--- src/rtl/div_pkg.sv ---
// Shared definitions for the iterative RV32M divide/remainder unit.
// Holds the default data width, funct3[1:0] op encodings, the sequencer
// state encoding and the signed-overflow operand constants.
package div_pkg;

    localparam int DIV_XLEN = 32;

    localparam logic [1:0] OP_DIV  = 2'b00;
    localparam logic [1:0] OP_DIVU = 2'b01;
    localparam logic [1:0] OP_REM  = 2'b10;
    localparam logic [1:0] OP_REMU = 2'b11;

    typedef enum logic [1:0] {
        IDLE = 2'd0,
        BUSY = 2'd1,
        DONE = 2'd2
    } state_t;

    localparam logic [DIV_XLEN-1:0] INT_MIN = 32'h8000_0000;
    localparam logic [DIV_XLEN-1:0] NEG_ONE = 32'hFFFF_FFFF;

endpackage

--- src/rtl/div_step.sv ---
// One restoring shift-subtract step of an unsigned divide.
// Ports:
//   rem_i / rem_o : partial remainder in / out (XLEN+1 bits)
//   quo_i / quo_o : dividend being shifted out / quotient shifted in
//   dvs_i         : divisor magnitude
module div_step #(
    parameter int XLEN = 32
) (
    input  logic [XLEN:0]   rem_i,
    input  logic [XLEN-1:0] quo_i,
    input  logic [XLEN-1:0] dvs_i,
    output logic [XLEN:0]   rem_o,
    output logic [XLEN-1:0] quo_o
);

    logic [XLEN+1:0] shifted;
    logic [XLEN+1:0] trial;

    always_comb begin
        // One extra bit above the remainder so the trial subtract's sign is
        // never lost to wrap-around.
        shifted = {rem_i, quo_i[XLEN-1]};
        trial   = shifted - {2'b00, dvs_i};
        if (!trial[XLEN+1]) begin
            rem_o = trial[XLEN:0];
            quo_o = {quo_i[XLEN-2:0], 1'b1};
        end else begin
            rem_o = shifted[XLEN:0];
            quo_o = {quo_i[XLEN-2:0], 1'b0};
        end
    end

endmodule

--- src/rtl/div_sequencer.sv ---
// Multi-cycle sequencer for DIV/DIVU/REM/REMU in the EXE stage.
// Holds stall while iterating, pulses done for one cycle with the result.
// Divide-by-zero and signed overflow finish one cycle after start.
// Ports:
//   clk, nrst          : clock, asynchronous active-high reset
//   start, op, opa, opb: divide request from EXE (op = funct3[1:0])
//   kill               : abort current op, return to IDLE without done
//   stall, busy, done  : stall request, not-idle, one-cycle result valid
//   result             : quotient/remainder, held until the next done
//
// state | meaning
// IDLE  | waiting for start; captures operands, detects special cases
// BUSY  | BITS_PER_CYCLE restoring steps per cycle, counter counts down
// DONE  | done pulse, sign-corrected result presented, pipeline advances
module div_sequencer
    import div_pkg::*;
#(
    parameter int XLEN           = DIV_XLEN,
    parameter int BITS_PER_CYCLE = 1
) (
    input  logic            clk,
    input  logic            nrst,
    input  logic            start,
    input  logic [1:0]      op,
    input  logic [XLEN-1:0] opa,
    input  logic [XLEN-1:0] opb,
    input  logic            kill,
    output logic            stall,
    output logic            busy,
    output logic            done,
    output logic [XLEN-1:0] result
);

    localparam int ITER  = XLEN / BITS_PER_CYCLE;
    localparam int CNT_W = $clog2(XLEN);

    state_t            state_q, state_d;
    logic [CNT_W-1:0]  cnt_q, cnt_d;
    logic [XLEN:0]     rem_q, rem_d;
    logic [XLEN-1:0]   quo_q, quo_d;
    logic [XLEN-1:0]   dvs_q, dvs_d;
    logic              sel_rem_q, sel_rem_d;
    logic              neg_quo_q, neg_quo_d;
    logic              neg_rem_q, neg_rem_d;
    logic [XLEN-1:0]   result_q, result_d;

    logic              is_signed, sel_rem;
    logic              a_neg, b_neg;
    logic [XLEN-1:0]   a_mag, b_mag;
    logic              div_zero, ovf;
    logic [XLEN-1:0]   res_raw, res_fix;
    logic              res_neg;

    logic [XLEN:0]     rem_chain [BITS_PER_CYCLE+1];
    logic [XLEN-1:0]   quo_chain [BITS_PER_CYCLE+1];

    assign rem_chain[0] = rem_q;
    assign quo_chain[0] = quo_q;

    for (genvar i = 0; i < BITS_PER_CYCLE; i++) begin : g_step
        div_step #(.XLEN(XLEN)) u_step (
            .rem_i (rem_chain[i]),
            .quo_i (quo_chain[i]),
            .dvs_i (dvs_q),
            .rem_o (rem_chain[i+1]),
            .quo_o (quo_chain[i+1])
        );
    end

    always_comb begin
        is_signed = 1'b0;
        sel_rem   = 1'b0;
        case (op)
            OP_DIV:  begin is_signed = 1'b1; sel_rem = 1'b0; end
            OP_DIVU: begin is_signed = 1'b0; sel_rem = 1'b0; end
            OP_REM:  begin is_signed = 1'b1; sel_rem = 1'b1; end
            OP_REMU: begin is_signed = 1'b0; sel_rem = 1'b1; end
            default: ;
        endcase
        a_neg    = is_signed & opa[XLEN-1];
        b_neg    = is_signed & opb[XLEN-1];
        a_mag    = a_neg ? -opa : opa;
        b_mag    = b_neg ? -opb : opb;
        div_zero = (opb == '0);
        ovf      = is_signed && (opa == INT_MIN) && (opb == NEG_ONE);

        res_raw  = sel_rem_q ? rem_q[XLEN-1:0] : quo_q;
        res_neg  = sel_rem_q ? neg_rem_q : neg_quo_q;
        res_fix  = res_neg ? -res_raw : res_raw;
    end

    always_comb begin
        state_d   = state_q;
        cnt_d     = cnt_q;
        rem_d     = rem_q;
        quo_d     = quo_q;
        dvs_d     = dvs_q;
        sel_rem_d = sel_rem_q;
        neg_quo_d = neg_quo_q;
        neg_rem_d = neg_rem_q;
        result_d  = result_q;
        stall     = 1'b0;
        done      = 1'b0;

        case (state_q)
            IDLE: begin
                if (start && !kill) begin
                    stall     = 1'b1;
                    sel_rem_d = sel_rem;
                    state_d   = DONE;
                    // Special cases load their final values directly, with
                    // sign correction disabled.
                    if (div_zero) begin
                        quo_d     = '1;
                        rem_d     = {1'b0, opa};
                        neg_quo_d = 1'b0;
                        neg_rem_d = 1'b0;
                    end else if (ovf) begin
                        quo_d     = INT_MIN;
                        rem_d     = '0;
                        neg_quo_d = 1'b0;
                        neg_rem_d = 1'b0;
                    end else begin
                        rem_d     = '0;
                        quo_d     = a_mag;
                        dvs_d     = b_mag;
                        neg_quo_d = a_neg ^ b_neg;
                        neg_rem_d = a_neg;
                        cnt_d     = CNT_W'(ITER - 1);
                        state_d   = BUSY;
                    end
                end
            end
            BUSY: begin
                if (kill) begin
                    state_d = IDLE;
                end else begin
                    stall = 1'b1;
                    rem_d = rem_chain[BITS_PER_CYCLE];
                    quo_d = quo_chain[BITS_PER_CYCLE];
                    cnt_d = cnt_q - CNT_W'(1);
                    if (cnt_q == '0) begin
                        state_d = DONE;
                    end
                end
            end
            DONE: begin
                state_d = IDLE;
                if (!kill) begin
                    done     = 1'b1;
                    result_d = res_fix;
                end
            end
            default: state_d = IDLE;
        endcase
    end

    // The DONE cycle shows the freshly corrected value; otherwise the last
    // committed result is held.
    assign result = done ? res_fix : result_q;
    assign busy   = (state_q != IDLE);

    always_ff @(posedge clk or posedge nrst) begin
        if (nrst) begin
            state_q   <= IDLE;
            cnt_q     <= '0;
            rem_q     <= '0;
            quo_q     <= '0;
            dvs_q     <= '0;
            sel_rem_q <= 1'b0;
            neg_quo_q <= 1'b0;
            neg_rem_q <= 1'b0;
            result_q  <= '0;
        end else begin
            state_q   <= state_d;
            cnt_q     <= cnt_d;
            rem_q     <= rem_d;
            quo_q     <= quo_d;
            dvs_q     <= dvs_d;
            sel_rem_q <= sel_rem_d;
            neg_quo_q <= neg_quo_d;
            neg_rem_q <= neg_rem_d;
            result_q  <= result_d;
        end
    end

endmodule

--- config.mk ---
export PLATFORM = sky130hd
export DESIGN_NAME = div_sequencer
export DESIGN_NICKNAME = d
export VERILOG_FILES = /design/src/rtl/div_pkg.sv /design/src/rtl/div_step.sv /design/src/rtl/div_sequencer.sv
export SDC_FILE = /design/constraint.sdc
export NUM_CORES = 1
export LEC_CHECK = 0
export ABC_CLOCK_PERIOD_IN_PS = 3900
export BUFFER_PORTS_ARGS = -buffer_cell sky130_fd_sc_hd__clkbuf_2
export CAP_MARGIN = 20
export CORE_UTILIZATION = 39
export CTS_BUF_LIST = sky130_fd_sc_hd__clkbuf_2
export DETAILED_ROUTE_END_ITERATION = 8
export PLACE_DENSITY_LB_ADDON = 0.3
export REMOVE_ABC_BUFFERS = 1
export SLEW_MARGIN = 25
export SYNTH_ARGS = -nofsm -noshare
export SYNTH_HDL_FRONTEND = slang
export SYNTH_SLANG_ARGS = --single-unit
--- constraint.sdc ---
create_clock -name clk -period 3.9 [get_ports clk]
set_input_delay 0.195 -clock clk [delete_from_list [all_inputs] [get_ports clk]]
set_output_delay 0.195 -clock clk [all_outputs]
set_load 0.01 [all_outputs]
After elaboration in Yosys (flattened, before gate mapping)
Cells that the tools add are included.

Add/sub/neg operators: 5. Eq/ne operators: 12. Mux-type cells: 38. Bitwise gates (word level): 6. Reduce and logical (&&, ||, !) cells: 20.

Operators by type and width (count): 32-bit two-way mux (10); 33-bit two-way mux (3); 32-bit negator (3); 33-bit case mux with 2 select lines (1); 32-bit == test, second input constant (2); 32-bit case mux with 2 select lines (1); 34-bit by 32-bit subtractor with 34-bit output (1); 32-bit logical NOT (1); 5-bit two-way mux (4); 2-bit two-way mux (5); 5-bit case mux with 2 select lines (1); 1-bit two-way mux (9); 2-bit inequality test, second input constant (4); 2-bit OR reduction (4); 2-bit == test, second input constant (3); 1-bit case mux with 2 select lines (3); 2-bit AND reduction (3); 5-bit logical NOT (1); 5-bit AND reduction (1); 5-bit by 1-bit subtractor with 5-bit output, second input constant (1); 2-bit by 1-bit == test with 1-bit output, second input constant (2); 2-bit logical NOT (2); 2-bit case mux with 2 select lines (1); 4-bit AND reduction (1); other kinds (8) (14).

Register bits: 139. Input port bits: 70. Output and inout bits: 35. Logic and storage cells: 90.

Longest topological paths before layout
Gate-level depths: netlist of the first run.

Word-level depth: 9. Mapped depth: 14. Gate-level depth less buffers: 12.

Hierarchy
A second synthesis of the first run with hierarchy kept.

Cells, all modules: 1344. Area, all modules: 11014.3 µm².

By module, submodules not included: div_sequencer (instances 1, cells an instance 974, area each 8500.7 µm², seq. area each 3478.3 µm²); div_step (instances 1, cells an instance 370, area each 2513.7 µm², seq. area each 0.0 µm²).

Least setup slack after synthesis of the first run
OpenSTA, ideal clock, no wires.

Path type: reg-to-output. Start: reg sel_rem_q. End: out result[28]. Arrival: 3.477 ns. Required time: 3.705 ns. Setup slack: 0.228 ns. Cell stages (with the launch flop): 15. Path buffers: 4. Cell sequence: dfrtp_1 buf_6 buf_2 buf_2 buf_1 mux2i_1 ha_1 o221ai_1 nor4_2 o21ai_1 or3_1 nor2_1 nor2_1 xor2_1 o21ai_0.

Word-level cells in the longest chain between the ends: 4. Elaborated cells between the ends (all ways): 5. Classes of those cells: add/sub (1); mux (4).

Ends and longest elaborated chain: start: declaration (line div_sequencer.sv:42) `logic sel_rem_q, sel_rem_d;`; start signal: assignment (line div_sequencer.sv:180) `sel_rem_q <= sel_rem_d;`; 32-bit two-way mux (line div_sequencer.sv:87) `res_raw = sel_rem_q ? rem_q[XLEN-1:0] : quo_q;`; 32-bit negator (line div_sequencer.sv:89) `res_fix = res_neg ? -res_raw : res_raw;`; 32-bit two-way mux (*) (line div_sequencer.sv:89); 32-bit two-way mux (*) (line div_sequencer.sv:160) `assign result = done ? res_fix : result_q;`; end: declaration (line div_sequencer.sv:31) `output logic [XLEN-1:0] result`.

Every way passes the cells marked *; elsewhere a longest branch is shown, timed or not.

Worst setup path in the final report of the first run
Start: reg sel_rem_q. End: out result[31].

The elaborated chain is that of the path after synthesis.

==> flow_metrics.tcl, run 1 <==
set metrics [dict create \
    overflow 0 \
    synth.distinct_cells 79 \
    final_util 0.484 \
    fp.dieW_um 168 \
    grt_usage 0.233 \
    clk_latency_ns 0.77 \
    routed_wl_um 32900 \
    ys.flop_type "dfrtp_1" \
    arrival_ns 3.55 \
    status "finished clean" \
    p_sw_mw 3.68 \
    clockBufferDepth 2 \
    clk_pin_slew_ns 0.21 \
    clkPwrFrac 0.121 \
    hold_class "input pin to flop" \
    power_density_nw_per_um2 593 \
    cts_tree "done" \
    remaining_drc_errors 0 \
    ir_drop_mv 0.299 \
    slew_headroom 0.401 \
    synth-xor-area-share 0.0930 \
    drive_gt1_frac 0.167 \
    start_util 0.398 \
    whs_ns 0.0542 \
    p_leak_nw 5.74 \
    ys.warnings.count 0 \
    cp.required_ns 3.70 \
    place_ws_ns 0.433 \
    seq_power_share 0.294 \
    design_area_um2 13000 \
    io_buffers 104 \
    cts_made_buffers 17 \
    htreeDepth 4 \
    critPathLaunchType "flop" \
    seq_area_frac_synth 0.324 \
    grt_start_max_net_pins 109 \
    async_flop_share 1.00 \
    antenna_found_initial 2 \
    grt_pass1_wl_um 51800 \
    gp_congestion 0.935 \
    swShare 0.476 \
    syn_to_final_growth_pct 21.6 \
    synth_top_family_by_area "compound AO/OA/AOI/OAI gates" \
    synthAdderAreaFrac 0.0462 \
    layout_commonest_cell "nand2_1" \
    die_h_um 168 \
    drtIter0Drc 787 \
    maxSlewViolCount 0 \
    path_max_fanout 16 \
    synth_area_leaders "dfrtp_1 (32%), nand2_1 (5.8%), o21ai_0 (5.5%)" \
    hpwl_um 24100 \
    end_kind "primary output" \
    stdcell_count 1860 \
    fin_nets 1615 \
    setup_ws_ns 0.151 \
    ios 105 \
    fp.dieArea_um2 28200 \
    worst_slew_pin_slew_ns 0.897 \
    synth-seq-cells 139 \
    row_count 60 \
    setup_tns_ns 0 \
    fin_crit_sh 0.961 \
    syn_avg_cell_area_um2 8.09 \
    netlist_area_um2 10700 \
    total_power_mw 7.74 \
    vias 10400 \
    postRouteAntennaNets 0 \
    crit_type "flop to primary output" \
    placed_area_um2 11600 \
    synth_compound_area_frac 0.232 \
    rsz0062_at_grt "yes" \
    min_period_ns 3.75 \
    pwr-share-comb 0.585 \
    fmax_ghz 0.267 \
    grt_pass1_vias 9619 \
    netlist_instances 1327 \
    max-cap-violations 0 \
    cts_num_sinks 139 \
    drt-vias-per-instance 5.57 \
    setup_viol 0 \
    final_cell_mix "nand2_1 (164), dfrtp_1 (137), clkbuf_2 (122)" \
    synth_top_area_frac 0.324 \
    synth-simple-area-share 0.212 \
    synth_edf_count 0 \
    drt_pass1_iterations 5 \
    core-area_um2 27000 \
    post_drt_wl_per_cell_um 17.7 \
    internal-power_mw 4.06 \
    skew_ns 0.0249 \
    hold_viol 0 \
    synth_mux_area_frac 0.0430 \
    yosysTopAreaCell "dfrtp_1" \
    placed_cells 1727 \
    root_buffer "clkbuf_2" \
]
-- power by group through the flow --
stage | Combinational (mW) | Clock [mW] | Sequential [mW]
after floorplan | 3.15 | 0 | 2.10
after global placement | 4.19 | 0 | 2.24
after CTS | 4.36 | 0.962 | 2.23
after global routing | 5.02 | 1.02 | 2.32
after detailed placement | 4.19 | 0 | 2.25
final | 4.53 | 0.940 | 2.27
-- layer usage --
| layer | track usage | vias to the layer above | routed length [um] |
|---|---|---|---|
| met4 | 0.0830 | 2 | 914 |
| li1 | - | 5124 | - |
| met2 | 0.358 | 358 | 14500 |
| met1 | 0.328 | 4823 | 15300 |
| met3 | 0.0414 | 53 | 2120 |
| met5 | 0 | - | 11 |
-- registers in the layout (all words and copies together) (netlist names) --
signal / flops
result_q: 32
dvs_q: 32
neg_quo_q: 1
quo_q: 32
sel_rem_q: 1
rem_q: 33
cnt_q: 5
neg_rem_q: 1
state_q: 2
-- repair_timing --
item                                   4_1_cts  5_1_grt
resized for setup                           14       27
cloned                                       1        2
setup buffers                                3       10
setup endpoints to repair                    9        8
pin swaps                                    2        6
hold buffers                                85        0
endpoints found under the hold margin      206        0
-- synthesized netlist by cell type (5+ instances only) --
cell      count
nand2b_1     12
o41ai_1       7
or3_1         7
nand4_1      23
nor2b_1       9
xor2_1       54
o211a_1       5
o21ai_1      12
a21o_1       15
mux2i_1      36
nor4_1       13
mux2_2        7
o211ai_1     25
nor2_1      107
and3_1       12
o21ai_0     119
ha_1         38
dfrtp_1     139
inv_1        57
o21bai_1      8
nand2_1     166
and2_1        7
nand3_1      23
a21boi_0      5
o31ai_1      19
buf_2        18
o22ai_1       7
a221oi_1      9
o21a_1        6
xnor2_1      60
nor3_1       34
a31oi_1      23
a21oi_1     117
clkbuf_1     41
-- kinds of logic after synthesis --
group                      count (synthesis)
adders and majority gates                 39
AOI/OAI and AO/OA                        406
DFF                                      139
xor gates and xnor gates                 114
muxes                                     44
and+or+nand+nor                          458
buffers and inverters                    127
-- worst paths after layout --
check | start | to | slack, ns | cells past startpoint
setup / recovery | sel_rem_q$_DFFE_PP0P_ | result[31] | 0.15 | 12
hold / removal | opa[31] | rem_q[31]$_DFFE_PP0P_ | 0.05 | 5
setup reg to reg | rem_q[7]$_DFFE_PP0P_ | rem_q[13]$_DFFE_PP0P_ | 0.42 | 10
hold reg to reg | dvs_q[13]$_DFFE_PP0P_ | dvs_q[13]$_DFFE_PP0P_ | 0.51 | 2
max in group asynchronous | nrst | dvs_q[8]$_DFFE_PP0P_ | 2.90 | 4
min in group asynchronous | nrst | result_q[3]$_DFFE_PP0P_ | 0.07 | 3
-- worst max-delay path: stages, from the launching register on --
cell and delay, ns:
dfrtp_2 0.52, buf_4 0.17, buf_12 0.15, nor3_2 0.14, a21oi_2 0.09, nor4_4 0.31
nand4_2 0.19, or3_4 0.41, nor3b_4 0.20, a31oi_1 0.12, xor2_1 0.16, o21ai_1 0.16
buf_2 0.16
-- final cells by class --
type / count / area, um^2
Fill cell: 2646 / 13900
Clock inverter: 12 / 148
Sequential cell: 139 / 3480
Multi-Input combinational cell: 1061 / 6890
Timing Repair Buffer: 230 / 1780
Tap cell: 341 / 427
Inverter: 57 / 221
Clock buffer: 19 / 95.1
Antenna cell: 1 / 2.50
No activity file was read; power rests on OpenSTA's default activity.
==> run 2, diff against run 1 <==
--- a/config.mk
+++ b/config.mk
@@ -8,10 +8,13 @@
 export ABC_CLOCK_PERIOD_IN_PS = 3900
 export BUFFER_PORTS_ARGS = -buffer_cell sky130_fd_sc_hd__clkbuf_2
 export CAP_MARGIN = 20
+export CELL_PAD_IN_SITES_DETAIL_PLACEMENT = 0
+export CELL_PAD_IN_SITES_GLOBAL_PLACEMENT = 1
 export CORE_UTILIZATION = 39
 export CTS_BUF_LIST = sky130_fd_sc_hd__clkbuf_2
 export DETAILED_ROUTE_END_ITERATION = 8
 export PLACE_DENSITY_LB_ADDON = 0.3
+export RECOVER_POWER = 50
 export REMOVE_ABC_BUFFERS = 1
 export SLEW_MARGIN = 25
 export SYNTH_ARGS = -nofsm -noshare
==> run 2 against run 1 <==
The flow now finishes with violations (max-capacitance violations, max-slew violations). Register-to-register slack got worse by 0.07 ns. Sequential cell count unchanged. Worst setup slack worse by 0.081 ns. Sequential share of layout area rose by 0.061 points. Global-route usage up 0.40 points. Final cell count up 0.27%. Die area is the same. Critical endpoint unchanged.
==> flow_metrics.tcl, run 2 (same netlist as run 1, synthesis figures left out) <==
set metrics [dict create \
    status "finished, violations left" \
    violations "max-capacitance violations, max-slew violations" \
    overflow 0 \
    min_period_ns 3.83 \
    p_leak_nw 5.75 \
    rsz0062_at_grt "yes" \
    drive_gt1_frac 0.158 \
    multi_input_area_um2 6870 \
    path_max_fanout 11 \
    largest_reg_flops 33 \
    cp_slowest_cell "dfrtp_4" \
    clk_latency_ns 0.75 \
    grt_pass1_vias 9741 \
    r2r_cells 11 \
    syn_to_final_growth_pct 21.3 \
    clockBufferDepth 2 \
    path_delay_family "simple AND/OR/NAND/NOR gates" \
    maxSlewViolCount 31 \
    htreeDepth 4 \
    final_util 0.483 \
    fp.dieW_um 168 \
    p_sw_mw 3.64 \
    cts_tree "done" \
    seq_power_share 0.291 \
    antenna_found_initial 1 \
    critPathBufInv 2 \
    io_buffers 104 \
    internal-power_mw 4.12 \
    gp_congestion 0.908 \
    worst_slew_pin_slew_ns 1.56 \
    routed_wl_um 32900 \
    register_area_um2 3480 \
    row_count 60 \
    largest_register "rem_q" \
    fillers 2706 \
    die_h_um 168 \
    drtIter0Drc 704 \
    worstPathCellList "buf_4, nor3_4, o221ai_4, nor4_4, nand4_2, or3_4, nor3b_4, a31oi_2, xor2_1, o21ai_1, buf_2" \
    cts_num_sinks 139 \
    drt-vias-per-instance 5.48 \
    fp.dieArea_um2 28200 \
    post_drt_wl_per_cell_um 17.6 \
    arrival_ns 3.63 \
    cp.required_ns 3.70 \
    ios 105 \
    max_stage_delay_ns 0.57 \
    cp.depth 11 \
    fin_nets 1619 \
    hold_viol 0 \
    grt_usage 0.237 \
    place_ws_ns 0.372 \
    postRouteAntennaNets 0 \
    total_power_mw 7.77 \
    slew_headroom -0.0419 \
    drt_pass1_iterations 5 \
    final_cell_mix "nand2_1 (165), dfrtp_1 (138), a21oi_1 (117)" \
    grt_pass1_wl_um 52800 \
    clk_pin_slew_ns 0.24 \
    ir_drop_mv 0.258 \
    core-area_um2 27000 \
    hpwl_um 24600 \
    setup_ws_ns 0.0703 \
    fmax_ghz 0.261 \
    vias 10200 \
    start_util 0.398 \
    crit_type "flop to primary output" \
    fin_crit_sh 0.982 \
    setup_viol 0 \
    grt_start_max_net_pins 86 \
    pwr-share-comb 0.569 \
    power_density_nw_per_um2 596 \
    max-cap-violations 1 \
    cts_made_buffers 17 \
    clkPwrFrac 0.139 \
    skew_ns 0.0435 \
    critPathLaunchType "flop" \
    remaining_drc_errors 0 \
    swShare 0.469 \
    hold_class "input pin to asynchronous set/reset pin" \
    end_kind "primary output" \
    layout_commonest_cell "nand2_1" \
    root_buffer "clkbuf_2" \
]
-- run 2: stage by stage --
stage / hold WS [ns] / instances / cell area, um^2 / setup TNS [ns]
after detailed placement: 0.396 / 1731 / 11600 / 0
after floorplan: 0.266 / 1257 / 10400 / -100.78
after global routing: 0.124 / 1865 / 13000 / -0.814
final: 0.0836 / 1865 / 13000 / 0
after CTS: 0.0634 / 1857 / 12900 / 0
after global placement: 0.403 / 1731 / 11600 / 0
-- run 2: path summary, 6_finish.rpt --
path                                       startpoint                       to  slack [ns]
worst max-delay path            sel_rem_q$_DFFE_PP0P_               result[31]        0.07
min in group clk                                start    neg_rem_q$_DFFE_PP0P_        0.21
worst max register to register   rem_q[2]$_DFFE_PP0P_    rem_q[21]$_DFFE_PP0P_        0.35
worst min register to register  dvs_q[13]$_DFFE_PP0P_    dvs_q[13]$_DFFE_PP0P_        0.51
worst min-delay path                             nrst  result_q[1]$_DFFE_PP0P_        0.08
max in group asynchronous                        nrst    dvs_q[25]$_DFFE_PP0P_        1.82
-- run 2: power by group through the flow --
| stage | Combinational [mW] | Sequential [mW] | Clock (mW) |
|---|---|---|---|
| finish | 4.42 | 2.26 | 1.08 |
| global route | 4.90 | 2.31 | 1.16 |
| CTS | 4.31 | 2.23 | 1.11 |
| detailed placement | 4.17 | 2.27 | 0 |
| global placement | 4.16 | 2.26 | 0 |
| floorplan | 3.15 | 2.10 | 0 |
-- run 2: layout make-up --
class                      instances  share of cell area
sequential                       139               0.267
multi-input combinational       1061               0.527
inverter                          57              0.0168
clock inverter                    14              0.0167
tap                              341              0.0328
clock buffer                      18             0.00692
antenna                            1            0.000192
timing repair buffer             234               0.132
-- run 2: what timing repair did --
| item | CTS | global route |
|---|---|---|
| endpoints found under the hold margin | 183 | 0 |
| hold buffers | 86 | 0 |
| pin swaps | 4 | 4 |
| setup buffers | 8 | 7 |
| setup endpoints to repair | 10 | 8 |
| gates resized for setup | 7 | 33 |
-- run 2: metal layers --
layer | routed length [um] | part of all wire | track usage
met4 | 672 | 0.020 | 0.0754
met5 | 0 | 0 | 0
met2 | 14800 | 0.45 | 0.378
met3 | 1600 | 0.049 | 0.0306
met1 | 15900 | 0.48 | 0.333
-- run 2: worst min-delay path, delay by kind of cell --
| family | cells | cell delay, ns |
|---|---|---|
| buf+inv | 3 | 1.21 |
==> run 3, diff against run 2 <==
--- a/config.mk
+++ b/config.mk
@@ -5,7 +5,7 @@
 export SDC_FILE = /design/constraint.sdc
 export NUM_CORES = 1
 export LEC_CHECK = 0
-export ABC_CLOCK_PERIOD_IN_PS = 3900
+export ABC_CLOCK_PERIOD_IN_PS = 3400
 export BUFFER_PORTS_ARGS = -buffer_cell sky130_fd_sc_hd__clkbuf_2
 export CAP_MARGIN = 20
 export CELL_PAD_IN_SITES_DETAIL_PLACEMENT = 0
@@ -20,3 +20,4 @@
 export SYNTH_ARGS = -nofsm -noshare
 export SYNTH_HDL_FRONTEND = slang
 export SYNTH_SLANG_ARGS = --single-unit
+export TNS_END_PERCENT = 100
==> constraint.sdc (replaced) <==
create_clock -name clk -period 3.4 [get_ports clk]
set_input_delay 0.17 -clock clk [delete_from_list [all_inputs] [get_ports clk]]
set_output_delay 0.17 -clock clk [all_outputs]
set_load 0.01 [all_outputs]
==> run 3 against run 2 <==
The flow finishes with violations (max-capacitance violations, max-slew violations, negative setup slack). Final cell count up 1.2%. Clock power up 21%. Count of clock-buffer cells in the layout shrank 1. Largest cell class unchanged. Highest routed layer is now met5.
==> flow_metrics.tcl, run 3 (same netlist as run 1, synthesis figures left out) <==
set metrics [dict create \
    post_drt_wl_per_cell_um 17.6 \
    arrival_ns 3.53 \
    grt_use_met2 0.379 \
    grt_use_met3 0.0339 \
    setup_ws_ns -0.305 \
    r2r-end "rem_q[12]$_DFFE_PP0P_" \
    max_stage_delay_ns 0.59 \
    slew_headroom -0.605 \
    cts_made_buffers 17 \
    clockBufferDepth 2 \
    max-cap-violations 1 \
    layout_commonest_cell "nand2_1" \
    rsz0062_at_grt "yes" \
    skew_ns 0.0321 \
    end_kind "primary output" \
    grt_busiest_layer "met2" \
    fp.dieArea_um2 28200 \
    maxSlewViolCount 110 \
    clk_pin_slew_ns 0.23 \
    status "finished, violations left" \
    final_cell_mix "nand2_1 (164), dfrtp_1 (136), clkbuf_2 (117)" \
    row_count 60 \
    fp.dieW_um 168 \
    setup_tns_ns -2.21 \
    remaining_drc_errors 0 \
    gp_congestion 0.887 \
    fmax_ghz 0.270 \
    critPathLaunchType "flop" \
    root_buffer "clkbuf_2" \
    drt_pass1_iterations 6 \
    hold_depth 3 \
    min_period_ns 3.70 \
    cts_tree "done" \
    grt_pass1_vias 9790 \
    grt_start_max_net_pins 110 \
    fin_nets 1642 \
    worst_slew_pin_slew_ns 2.41 \
    htreeDepth 4 \
    largest_reg_flops 33 \
    r2r_start "rem_q[5]$_DFFE_PP0P_" \
    drt-vias-per-instance 5.42 \
    path_max_fanout 8 \
    final_util 0.492 \
    core-area_um2 27000 \
    largest_register "rem_q" \
    antenna_found_initial 2 \
    hpwl_um 24400 \
    clk_latency_ns 0.75 \
    worstPathCellList "mux2i_4, buf_4, o221ai_2, nor4_4, nand4_2, or3_4, nor3b_4, a31oi_1, xor2_1, o21ai_1, buf_2" \
    die_h_um 168 \
    drive_gt1_frac 0.173 \
    vias 10200 \
    cp_slowest_cell "dfrtp_2" \
    p_leak_nw 5.86 \
    critPathBufInv 2 \
    io_buffers 104 \
    hold_class "input pin to flop" \
    hold_viol 0 \
    fin_crit_sh 1.09 \
    min_from "start" \
    power_density_nw_per_um2 691 \
    ir_drop_mv 0.419 \
    grt_pass1_wl_um 52800 \
    overflow 0 \
    path_delay_family "simple AND/OR/NAND/NOR gates" \
    regToRegSetupSlack_ns 0.19 \
    postRouteAntennaNets 0 \
    routed_wl_um 33200 \
    holdPathEnd "neg_rem_q$_DFFE_PP0P_" \
    crit_type "flop to primary output" \
    setup_viol 13 \
    r2r_cells 11 \
    cp.required_ns 3.23 \
    syn_to_final_growth_pct 23.6 \
    cts_num_sinks 139 \
    use_met1 0.335 \
    grt_usage 0.238 \
    drtIter0Drc 645 \
    ios 105 \
    violations "max-capacitance violations, max-slew violations, negative setup slack" \
    start_util 0.398 \
]
[run 3: layer usage]
| metal | share of wire | wire length (um) |
|---|---|---|
| met5 | 0.00036 | 12 |
| met4 | 0.017 | 567 |
| met3 | 0.047 | 1570 |
| met2 | 0.45 | 14900 |
| met1 | 0.49 | 16100 |
[run 3: worst max-delay path by stage]
stage / startpoint / end / slack (ns) / cells after the start
6_report: sel_rem_q$_DFFE_PP0P_ / result[31] / -0.30 / 11
5_1_grt: sel_rem_q$_DFFE_PP0P_ / result[26] / -0.55 / 11
4_1_cts: sel_rem_q$_DFFE_PP0P_ / result[31] / -0.40 / 11
3_5_place_dp: sel_rem_q$_DFFE_PP0P_ / result[31] / 0.11 / 11
3_3_place_gp: sel_rem_q$_DFFE_PP0P_ / result[31] / 0.15 / 11
2_1_floorplan: state_q[1]$_DFFE_PP0P_ / rem_q[27]$_DFFE_PP0P_ / -2.49 / 7
[run 3: worst min-delay path, cell delays in order]
cell      delay (ns)
clkbuf_2        0.09
nand3_1         0.46
o31ai_1         0.15
[run 3: power breakdown]
group	internal [mW]	leakage (nW)	switching, mW
Combinational	2.30	3.96	2.98
Clock	0.629	0.174	0.685
Sequential	2.03	1.73	0.545
Total	4.96	5.86	4.21
[run 3: through the flow]
step / worst slack [ns] / instance area [um^2] / hold slack (ns) / cells / power [mW]
6_report: -0.305 / 13300 / 0.169 / 1888 / 9.17
5_1_grt: -0.555 / 13300 / 0.128 / 1888 / 9.90
4_1_cts: -0.403 / 13100 / 0.0727 / 1878 / 9.05
3_5_place_dp: 0.109 / 11800 / 0.405 / 1747 / 7.53
3_3_place_gp: 0.150 / 11800 / 0.400 / 1747 / 7.49
2_1_floorplan: -2.49 / 10400 / 0.241 / 1257 / 6.02
[run 3: what timing repair did]
action | CTS | global route
hold buffers | 89 | 0
endpoints found under the setup margin | 30 | 29
endpoints found under the hold margin | 207 | 0
buffers inserted | 10 | 8
gates cloned | 0 | 1
pin swaps | 7 | 2
gates resized for setup | 18 | 19
[run 3: cell type report]
type | count | area, um^2
antenna | 1 | 2.50
clock buffer | 17 | 85.1
clock inverter | 15 | 245
fill | 2660 | 13700
inverter | 57 | 218
multi-input combinational | 1061 | 6850
sequential | 139 | 3480
tap | 341 | 427
timing repair buffer | 257 | 1960
